<file path="src/rtl/uart_frame_rx.sv">
// uart_frame_rx: deframes [SYNC][LEN][LEN payload][CHK] from the uart byte stream and releases only checksum-verified payloads.
// Latency: frame_ok and the first out_valid appear the cycle after the CHK byte is accepted; then one byte per cycle with out_ready high.
// Backpressure: out_valid/out_data/out_last hold while out_ready is low; uart bytes arriving during SEND are consumed and dropped (overrun).
// Ports: clk, rst_n (async active-low); uart side new_value/recvd_data/rx_error in, rx_clear out (1-cycle consume pulse);
//        stream side out_valid/out_data/out_last out, out_ready in; status pulses frame_ok/frame_err/overrun, level busy.
module uart_frame_rx #(
   parameter int         clock_frequency = 12000000,
   parameter int         baud_rate       = 9600,
   parameter int         max_payload     = 16,
   parameter logic [7:0] sync_byte       = 8'hAA,
   // ten characters of ten bit times each
   parameter int         timeout_cycles  = (clock_frequency / baud_rate) * 100
) (
   input  logic       clk,
   input  logic       rst_n,
   input  logic       new_value,
   input  logic [7:0] recvd_data,
   input  logic       rx_error,
   output logic       rx_clear,
   output logic       out_valid,
   output logic [7:0] out_data,
   output logic       out_last,
   input  logic       out_ready,
   output logic       frame_ok,
   output logic       frame_err,
   output logic       overrun,
   output logic       busy
);
   localparam int LW = $clog2(max_payload + 1);
   localparam int AW = (max_payload > 1) ? $clog2(max_payload) : 1;
   localparam int TW = $clog2(timeout_cycles + 1);
   localparam logic [7:0]    MAX_LEN = 8'(max_payload);
   localparam logic [TW-1:0] TMO     = TW'(timeout_cycles);

   typedef enum logic [2:0] {S_IDLE, S_LEN, S_PAYLOAD, S_CHK, S_SEND} state_t;

   state_t        state, state_nxt;
   logic [LW-1:0] len, wr_ptr, rd_ptr;
   logic [7:0]    sum, chk_sum;
   logic [TW-1:0] timer;
   logic [7:0]    mem [max_payload];

   logic accept, in_frame, timeout, xfer;
   logic ok_nxt, err_nxt, ovr_nxt, len_ld, buf_wr;

   // rx_clear is high for exactly the cycle after a take, which masks the
   // still-raised new_value so the same byte is never taken twice.
   assign accept   = new_value && !rx_clear;
   assign in_frame = (state == S_LEN) || (state == S_PAYLOAD) || (state == S_CHK);
   assign timeout  = (timer == TMO);
   assign chk_sum  = sum + recvd_data;

   assign busy      = (state != S_IDLE);
   assign out_valid = (state == S_SEND);
   assign out_data  = out_valid ? mem[rd_ptr[AW-1:0]] : 8'h00;
   assign out_last  = out_valid && (rd_ptr == len - 1'b1);
   assign xfer      = out_valid && out_ready;

   always_ff @(posedge clk or negedge rst_n) begin
      if (!rst_n) state <= S_IDLE;
      else        state <= state_nxt;
   end

   // Priority inside a frame: rx_error, then a received byte, then timeout.
   always_comb begin
      state_nxt = state;
      ok_nxt    = 1'b0;
      err_nxt   = 1'b0;
      ovr_nxt   = 1'b0;
      len_ld    = 1'b0;
      buf_wr    = 1'b0;
      unique case (state)
         S_IDLE: begin
            if (accept && recvd_data == sync_byte) state_nxt = S_LEN;
         end
         S_LEN, S_PAYLOAD, S_CHK: begin
            if (rx_error) begin
               err_nxt   = 1'b1;
               state_nxt = S_IDLE;
            end else if (accept) begin
               case (state)
                  S_LEN: begin
                     if (recvd_data != 8'h00 && recvd_data <= MAX_LEN) begin
                        len_ld    = 1'b1;
                        state_nxt = S_PAYLOAD;
                     end else begin
                        err_nxt   = 1'b1;
                        state_nxt = S_IDLE;
                     end
                  end
                  S_PAYLOAD: begin
                     buf_wr = 1'b1;
                     if (wr_ptr == len - 1'b1) state_nxt = S_CHK;
                  end
                  default: begin
                     if (chk_sum == 8'h00) begin
                        ok_nxt    = 1'b1;
                        state_nxt = S_SEND;
                     end else begin
                        err_nxt   = 1'b1;
                        state_nxt = S_IDLE;
                     end
                  end
               endcase
            end else if (timeout) begin
               err_nxt   = 1'b1;
               state_nxt = S_IDLE;
            end
         end
         S_SEND: begin
            ovr_nxt = accept;
            if (xfer && out_last) state_nxt = S_IDLE;
         end
         default: state_nxt = S_IDLE;
      endcase
   end

   always_ff @(posedge clk or negedge rst_n) begin
      if (!rst_n) begin
         rx_clear  <= 1'b0;
         frame_ok  <= 1'b0;
         frame_err <= 1'b0;
         overrun   <= 1'b0;
         len       <= '0;
         wr_ptr    <= '0;
         rd_ptr    <= '0;
         sum       <= 8'h00;
         timer     <= '0;
      end else begin
         rx_clear  <= accept;
         frame_ok  <= ok_nxt;
         frame_err <= err_nxt;
         overrun   <= ovr_nxt;
         if (len_ld) begin
            len    <= recvd_data[LW-1:0];
            sum    <= recvd_data;
            wr_ptr <= '0;
         end
         if (buf_wr) begin
            sum    <= chk_sum;
            wr_ptr <= wr_ptr + 1'b1;
         end
         if (ok_nxt)    rd_ptr <= '0;
         else if (xfer) rd_ptr <= rd_ptr + 1'b1;
         // Idle gap counter: only runs between bytes of a frame in progress.
         if (!in_frame || accept || state_nxt == S_IDLE) timer <= '0;
         else                                           timer <= timer + 1'b1;
      end
   end

   // Payload storage needs no reset: it is only read after being written.
   always_ff @(posedge clk) begin
      if (buf_wr) mem[wr_ptr[AW-1:0]] <= recvd_data;
   end

endmodule

</file>
<file path="config.mk">
export PLATFORM = sky130hd
export DESIGN_NAME = uart_frame_rx
export DESIGN_NICKNAME = d
export VERILOG_FILES = /design/src/rtl/uart_frame_rx.sv
export SDC_FILE = /design/constraint.sdc
export NUM_CORES = 1
export LEC_CHECK = 0
export BUFFER_PORTS_ARGS = -buffer_cell sky130_fd_sc_hd__buf_4
export CORE_ASPECT_RATIO = 0.5
export CORE_UTILIZATION = 30
export DETAILED_ROUTE_END_ITERATION = 8
export GPL_TIMING_DRIVEN = 0
export PLACE_DENSITY = 0.42
export SKIP_LAST_GASP = 1
export SYNTH_ARGS = -nofsm -noshare
export SYNTH_HDL_FRONTEND = slang
export SYNTH_SLANG_ARGS = --single-unit
</file>
<file path="constraint.sdc">
create_clock -name clk -period 4.7 [get_ports clk]
set_input_delay 0.94 -clock clk [delete_from_list [all_inputs] [get_ports clk]]
set_output_delay 0.94 -clock clk [all_outputs]
set_load 0.05 [all_outputs]
</file>
Word level (Yosys, flattened, before mapping)
Memories as Yosys holds them, arrays and structs flattened.
Index checks and enable logic that the tools add are counted.
{ "op_classes": {"reduce_logical": 21, "eq_ne": 8, "mux": 42, "order_cmp": 1, "addsub": 5} }
{ "ops": {"columns": ["cell", "count"], "rows": [
  ["two-way mux 8 bit", 3],
  ["two-way mux 1 bit", 23],
  ["two-way mux 3 bit", 7],
  ["two-way mux 5 bit", 4],
  ["adder 17 x 1 -> 17 bit (second input constant)", 1],
  ["== test 17 bit (second input constant)", 1],
  ["two-way mux 17 bit", 1],
  ["adder 5 x 1 -> 5 bit (second input constant)", 2],
  ["== test 5 bit", 2],
  ["case mux 3 bit (3 select lines)", 1],
  ["adder 8 bit", 1],
  ["== test 8 bit (second input constant)", 1],
  ["<= comparator 8 x 5 -> 1 bit (second input constant)", 1],
  ["zero test 8 bit", 1],
  ["nonzero test 8 bit", 1],
  ["== test 3 x 2 -> 1 bit (second input constant)", 2],
  ["logical AND 1 bit", 6],
  ["zero test 3 bit", 2],
  ["case mux 3 bit (2 select lines)", 1],
  ["subtractor 5 x 1 -> 5 bit (second input constant)", 1],
  ["logical OR 1 bit", 4],
  ["nonzero test 2 bit", 2],
  ["== test 3 x 1 -> 1 bit (second input constant)", 1],
  ["== test 3 bit (second input constant)", 1],
  ["other kinds (6)", 7]
]} }
{ "totals": {"mem_bits_rw": 128, "memories": 1, "regBits": 47, "output_inout_bits": 15, "input_bits": 13, "elab_cells": 88} }
{ "memory_table": {"columns": ["memory", "words", "width", "read_ports", "rd_ports_with_merged_regs", "wr", "line_no", "text"], "rows": [
  ["mem", 16, 8, 1, 0, 1, "41", "logic [7:0] mem [max_payload];"]
]} }

Longest topological paths before layout
Gate-level depths: netlist (run 1).
{ "depth": {"depth_word": 10, "mapped_depth": 9, "depth_no_buf": 8} }

Least setup slack after synthesis (run 1)
No wires, ideal clock.
{ "synth_path": {"kind": "register to output", "startpoint": "register rd_ptr[0]", "endpoint": "output out_data[7]", "t_required_ps": 3760, "stages_incl_launch_ff": 6, "path_buffers": 2, "arrival_ps": 2121, "setup_slack_ps": 1639, "cell_sequence": "dfrtp_1 buf_2 buf_2 mux4_2 mux4_2 nor2b_1"} }
{ "synth_between": {"elab_chain_len": 2} }
{ "synth_rtl": {"columns": ["element", "line_no", "text"], "rows": [
  ["from (decl)", "38", "logic [LW-1:0] len, wr_ptr, rd_ptr;"],
  ["from (signal assigned)", "144", "else if (xfer) rd_ptr <= rd_ptr + 1'b1;"],
  ["memory read (16 x 8 bit)", null, null],
  ["two-way mux 8 bit", "55", "assign out_data = out_valid ? mem[rd_ptr[AW-1:0]] : 8'h00;"],
  ["to (decl)", "21", "output logic [7:0] out_data,"]
]} }
No other way between the ends.

Worst setup path in the final report (run 1)
{ "layout_path": {"startpoint": "register rd_ptr[1]", "endpoint": "output out_data[4]"} }
The elaborated chain is that of the path after synthesis.

==> impl_metrics.yaml, run 1 <==
pwr:
  pwr_density_cell_nw_per_um2: 354
  vdd_drop_max_v: 0.000219
  p_leak_nw: 3.15
timing:
  finClkSkew_ns: 0.00652
  setup_slack_ns: 0.513
  period_needed_ns: 4.19
  worst_slew_pin_slew_ns: 0.953
  drv_slew: 0
  hold_viol: 0
  setup_tns_ns: 0
  fmax_ghz: 0.239
  rsz0062_at_grt: "no"
  setup_viol: 0
  slew_headroom_pct: 36.3
  layout_worst_path_cycle_share_pct: 89.1
yosys:
  seq_area_frac_synth_pct: 65.1
  synth_area_leaders: "edfxtp_1, dfrtp_1, mux4_2, ha_1, xnor2_1"
  synth.largest_area_cell: "edfxtp_1"
  yosysWarnings: 0
  yosysTopAreaCellShare_pct: 49.9
  synth_common_cells: "edfxtp_1, dfrtp_1, mux4_2, nor2_1, nand2_1"
  postSynth.asyncResetShare_pct: 26.9
  yosysMostFrequentCell: "edfxtp_1"
  netlist_instances: 502
  avgSynthCellArea_sq_um: 15.4
  ys_seq_elements: 175
  synth_cell_types: 50
  synth_edf_count: 128
  synth_fp_nets: 531
  ys.flop_type: "edfxtp_1"
  synthesis.area_sq_um: 7710
setup_path:
  crit_required_ns: 3.76
  endpoint_kind: "primary output"
  worstPathArrival_ns: 3.25
  critPathLaunchType: "flop"
  path_max_fanout: 10
  critical_path_class: "flop to primary output"
run_status:
  status: "complete, no violations"
place:
  dp_hpwl_mm: 12.1
  place.gp.congestion: 0.748
  pre_cts_slack_ns: 0.882
  io_buffers: 27
grt:
  grt_pass1_wl_mm: 27.7
  grt_start_max_net_pins: 48
  grt_pass1_vias: 4398
  grt_use_total_pct: 14.9
  gr-total-overflow: 0
  antenna_found_initial: 0
min_path:
  hp-class: "flop to flop"
drt:
  drtAntennaViolNets: 0
  drc: 0
  viasPerCell: 4.70
  wire_per_inst_um: 20.2
  num_vias: 4255
  drt_wl_total_mm: 18.3
  dr.pass1.iters: 4
  drtIter0Drc: 297
clock_network:
  cts_tree: "yes"
  numClockSinks: 175
  postCtsSetupRepairBufs: 0
  hold_buffers: 0
  path_clk_slew_ns: 0.06
  clock_latency_ns: 0.43
  cts_buffers: 17
  clockRootBuffer: "clkbuf_16"
  cts.htree.levels: 4
  clockBufferDepth: 2
  cts_resized: 0
final_layout:
  n_antenna_cell: 0
  nNetsFinal: 578
  drive_above_1_share_pct: 20.8
  area_growth_pct: 16.2
flow_run:
  drv_cap: 0
die:
  die_h_um: 115
  pin_count: 28
  design.die.area_sq_um: 26400
  die_width_um: 229
  placeableCoreArea_sq_um: 25200
  rows: 41
  start_util_pct: 30.6
cells in the final DEF, fill, tap and decap left out, drive strengths merged, types with 2 or more instances in the layout:
cell type | netlist | final
nand2 | 31 | 31
nand4 | 10 | 10
nand3 | 15 | 15
clkbuf | 11 | 32
o21a | 2 | 2
nor2b | 11 | 11
xor2 | 15 | 15
bufinv | 0 | 3
and4 | 2 | 2
nand4b | 3 | 3
a21oi | 9 | 9
ha | 15 | 15
and3 | 3 | 3
o21ai | 16 | 16
o221ai | 3 | 3
nor2 | 39 | 39
inv | 16 | 20
buf | 12 | 39
nor4 | 5 | 5
nand2b | 5 | 5
dfrtp | 47 | 47
edfxtp | 128 | 128
mux2i | 2 | 2
o31ai | 2 | 2
a221o | 2 | 2
mux4 | 40 | 40
xnor2 | 20 | 20
nor3b | 2 | 2
or3 | 7 | 7
a21o | 6 | 6
nor3 | 10 | 10
or4b | 2 | 2
clkinv | 0 | 4
layout make-up:
class                           instances  area (sq um)
Sequential cell                       175          5020
Buffer                                 23           106
Inverter                               16          60.1
Timing Repair Buffer                   28           210
Multi-Input combinational cell        288          2540
Clock inverter                         12           158
Clock buffer                           20           437
Tap cell                              344           430
Fill cell                            2413         16200
layer usage:
layer	routed length [um]	up-vias	GRT usage, %
met2	8770	50	24.0
met1	8740	2192	19.8
li1	-	2004	-
met3	674	9	3.70
met4	124	0	4.70
met5	0	-	0
cell families (layout without fill, tap and decap cells):
kind of cell    count (synthesis)  count (layout)  share of synthesized area, %
buf+inv                        39              99                          2.16
compound gates                 45              45                          3.77
simple gates                  150             150                          10.3
mux                            42              42                          11.9
fa+ha+maj                      16              16                          2.69
flops                         175             175                          65.1
xor+xnor                       35              35                          3.98
critical path, cell delays in order, from the launching register on:
cell and delay [ns]:
dfrtp_1 0.36, clkbuf_1 0.48, clkbuf_1 0.64, mux4_2 0.47, mux4_2 0.51, nor2b_1 0.15
buf_4 0.21
flip-flops by register name, summed over array words and instances, names as in the netlist:
name and count:
wr_ptr 5, rd_ptr 5, frame_ok 1, mem 128, sum 8, len 5, rx_clear 1, timer 17
frame_err 1, state 3, overrun 1
stage by stage:
| stage | std cells | util (%) | power (mW) | cell area [sq um] | hold WS [ns] |
|---|---|---|---|---|---|
| 2_1_floorplan | 502 | - | 1.71 | 7710 | 0.458 |
| 3_3_place_gp | 873 | 33.1 | 1.76 | 8340 | 0.481 |
| 3_5_place_dp | 873 | 33.1 | 1.76 | 8340 | 0.484 |
| 4_1_cts | 905 | 35.5 | 3.22 | 8940 | 0.499 |
| 5_1_grt | 906 | 35.6 | 3.29 | 8960 | 0.542 |
| 6_report | 906 | 35.6 | 3.18 | 8960 | 0.494 |
path summary, 6_finish.rpt:
path	cells past startpoint	to	start	slack, ns
worst min-delay path	2	sum[3]$_DFFE_PN0P_	sum[3]$_DFFE_PN0P_	0.49
worst max register to register	6	mem[7][1]$_DFFE_PP_	rx_clear$_DFF_PN0_	1.81
min in group asynchronous	1	rx_clear$_DFF_PN0_	rst_n	0.53
max in group asynchronous	1	sum[6]$_DFFE_PN0P_	rst_n	3.74
worst min register to register	2	sum[3]$_DFFE_PN0P_	sum[3]$_DFFE_PN0P_	0.49
worst max-delay path	6	out_data[4]	rd_ptr[1]$_DFFE_PN0P_	0.51
power by group:
| group | switching, mW | internal, mW | leakage, nW | total, mW |
|---|---|---|---|---|
| combinational | 0.0531 | 0.0162 | 1.06 | 0.0693 |
| clock | 0.604 | 0.842 | 0.289 | 1.45 |
| sequential | 0.000469 | 1.66 | 1.81 | 1.66 |
| total | 0.657 | 2.52 | 3.15 | 3.18 |
Power figures use the tool's default switching activity.
==> run 2, diff against run 1 <==
--- a/config.mk
+++ b/config.mk
@@ -10,6 +10,7 @@
 export CORE_UTILIZATION = 30
 export DETAILED_ROUTE_END_ITERATION = 8
 export GPL_TIMING_DRIVEN = 0
+export MAX_ROUTING_LAYER = met4
 export PLACE_DENSITY = 0.42
 export SKIP_LAST_GASP = 1
 export SYNTH_ARGS = -nofsm -noshare
==> impl_metrics.yaml, run 2 (synthesis gave the netlist of run 1 again) <==
run_status:
  status: "complete, no violations"
die:
  rows: 41
  pin_count: 28
  design.die.area_sq_um: 26400
  placeableCoreArea_sq_um: 25200
  die_width_um: 229
  start_util_pct: 30.6
  die_h_um: 115
drt:
  drtAntennaViolNets: 0
  viasPerCell: 4.71
  num_vias: 4262
  wire_per_inst_um: 20.2
  drt_wl_total_mm: 18.3
  dr_wl_met3_um: 578
  met2WireLength_mm: 8.55
  wl_met1_mm: 8.98
  drc: 0
  top_layer_used: "met4"
  drtIter0Drc: 295
  dr.pass1.iters: 5
timing:
  period_needed_ns: 4.23
  hold_viol: 0
  fmax_ghz: 0.237
  finClkSkew_ns: 0.00588
  layout_worst_path_cycle_share_pct: 89.9
  worst_slew_pin_slew_ns: 1.34
  setup_tns_ns: 0
  setup_viol: 0
  rsz0062_at_grt: "no"
  drv_slew: 0
  slew_headroom_pct: 10.1
setup_path:
  cp_slowest_stage_delay_ns: 0.65
  crit_path_top_delay_cell: "clkbuf_1"
  crit_required_ns: 3.76
  critPathLaunchType: "flop"
  cp.depth: 6
  worstPathCellList: "clkbuf_1 > clkbuf_1 > mux4_2 > mux4_2 > nor2b_1 > buf_4"
  rr_worst_depth: 6
  path_buf_inv: 3
  worstPathArrival_ns: 3.29
  path_max_fanout: 10
  endpoint_kind: "primary output"
  critical_path_class: "flop to primary output"
  critPathTopFamily: "buffers and inverters"
grt:
  grt_start_max_net_pins: 48
  grt_use_total_pct: 15.4
  antenna_found_initial: 0
  grt_pass1_vias: 4384
  gr-total-overflow: 0
  grt_pass1_wl_mm: 27.7
final_layout:
  n_antenna_cell: 0
  final_common_cell: "edfxtp_1"
  largest_register_ffs: 128
  stdcell_count: 905
  final_cell_mix: "edfxtp_1, dfrtp_1, mux4_2"
  area_growth_pct: 16.1
  drive_above_1_share_pct: 20.7
  nNetsFinal: 577
pwr:
  pwr_density_cell_nw_per_um2: 355
  vdd_drop_max_v: 0.000221
  p_leak_nw: 3.15
clock_network:
  cts_resized: 0
  path_clk_slew_ns: 0.06
  clock_latency_ns: 0.44
  cts.htree.levels: 4
  postCtsSetupRepairBufs: 0
  numClockSinks: 175
  hold_buffers: 0
  cts_buffers: 17
  clockRootBuffer: "clkbuf_16"
  clockBufferDepth: 2
  cts_tree: "yes"
place:
  place.gp.congestion: 0.758
  dp_hpwl_mm: 12.1
  place_inst: 873
  io_buffers: 27
min_path:
  hp-class: "flop to flop"
  holdPathStages: 2
flow_run:
  drv_cap: 0
## run 2: cell types whose count changed in the layout (fill, tap and decap cells not counted)
cell,before,now
clkbuf_4,1,0
## run 2: final timing paths
kind / from / to / slack, ns
min in group asynchronous: rst_n / rx_clear$_DFF_PN0_ / 0.54
max in group asynchronous: rst_n / sum[6]$_DFFE_PN0P_ / 3.75
worst max-delay path: rd_ptr[1]$_DFFE_PN0P_ / out_data[4] / 0.47
worst max register to register: rx_clear$_DFF_PN0_ / mem[3][2]$_DFFE_PP_ / 1.55
worst min register to register: sum[3]$_DFFE_PN0P_ / sum[3]$_DFFE_PN0P_ / 0.49
worst min-delay path: sum[3]$_DFFE_PN0P_ / sum[3]$_DFFE_PN0P_ / 0.49
## run 2: power by group
group | switching [mW] | total (mW) | internal (mW)
logic | 0.0534 | 0.0697 | 0.0162
clock network | 0.605 | 1.45 | 0.842
registers | 0.000467 | 1.66 | 1.66
total | 0.659 | 3.18 | 2.52
## run 2: routing by layer
metal,GRT usage (%),vias up
met2,23.9,44
met3,3.77,14
met1,19.9,2200
met4,4.70,0
li1,-,2004
met5,-,-
## run 2: metrics by stage
| step | area, sq um | utilization, % | hold WS [ns] | power [mW] | worst slack [ns] |
|---|---|---|---|---|---|
| 3_3_place_gp | 8340 | 33.1 | 0.481 | 1.76 | 0.921 |
| 2_1_floorplan | 7710 | - | 0.458 | 1.71 | 1.64 |
| 5_1_grt | 8950 | 35.5 | 0.542 | 3.29 | 0.324 |
| 3_5_place_dp | 8340 | 33.1 | 0.484 | 1.76 | 0.882 |
| 4_1_cts | 8940 | 35.5 | 0.499 | 3.22 | 0.376 |
| 6_report | 8950 | 35.5 | 0.495 | 3.18 | 0.473 |
## run 2: area by class of cell
cell class              instances  area [sq um]
clock buffers                  20           437
inverters                      16          60.1
clock inverters                12           158
fillers                      2412         16200
well taps                     344           430
flip-flops and latches        175          5020
multi-input cells             288          2540
plain buffers                  23           106
repair buffers                 27           203
## run 2: worst register-to-register path: stages, from the launching register on
cell and delay [ns]:
dfrtp_1 0.38, nand2b_1 0.24, inv_2 0.17, and4b_1 0.20, clkbuf_1 0.38, nand2_1 0.31
nor3_1 1.09
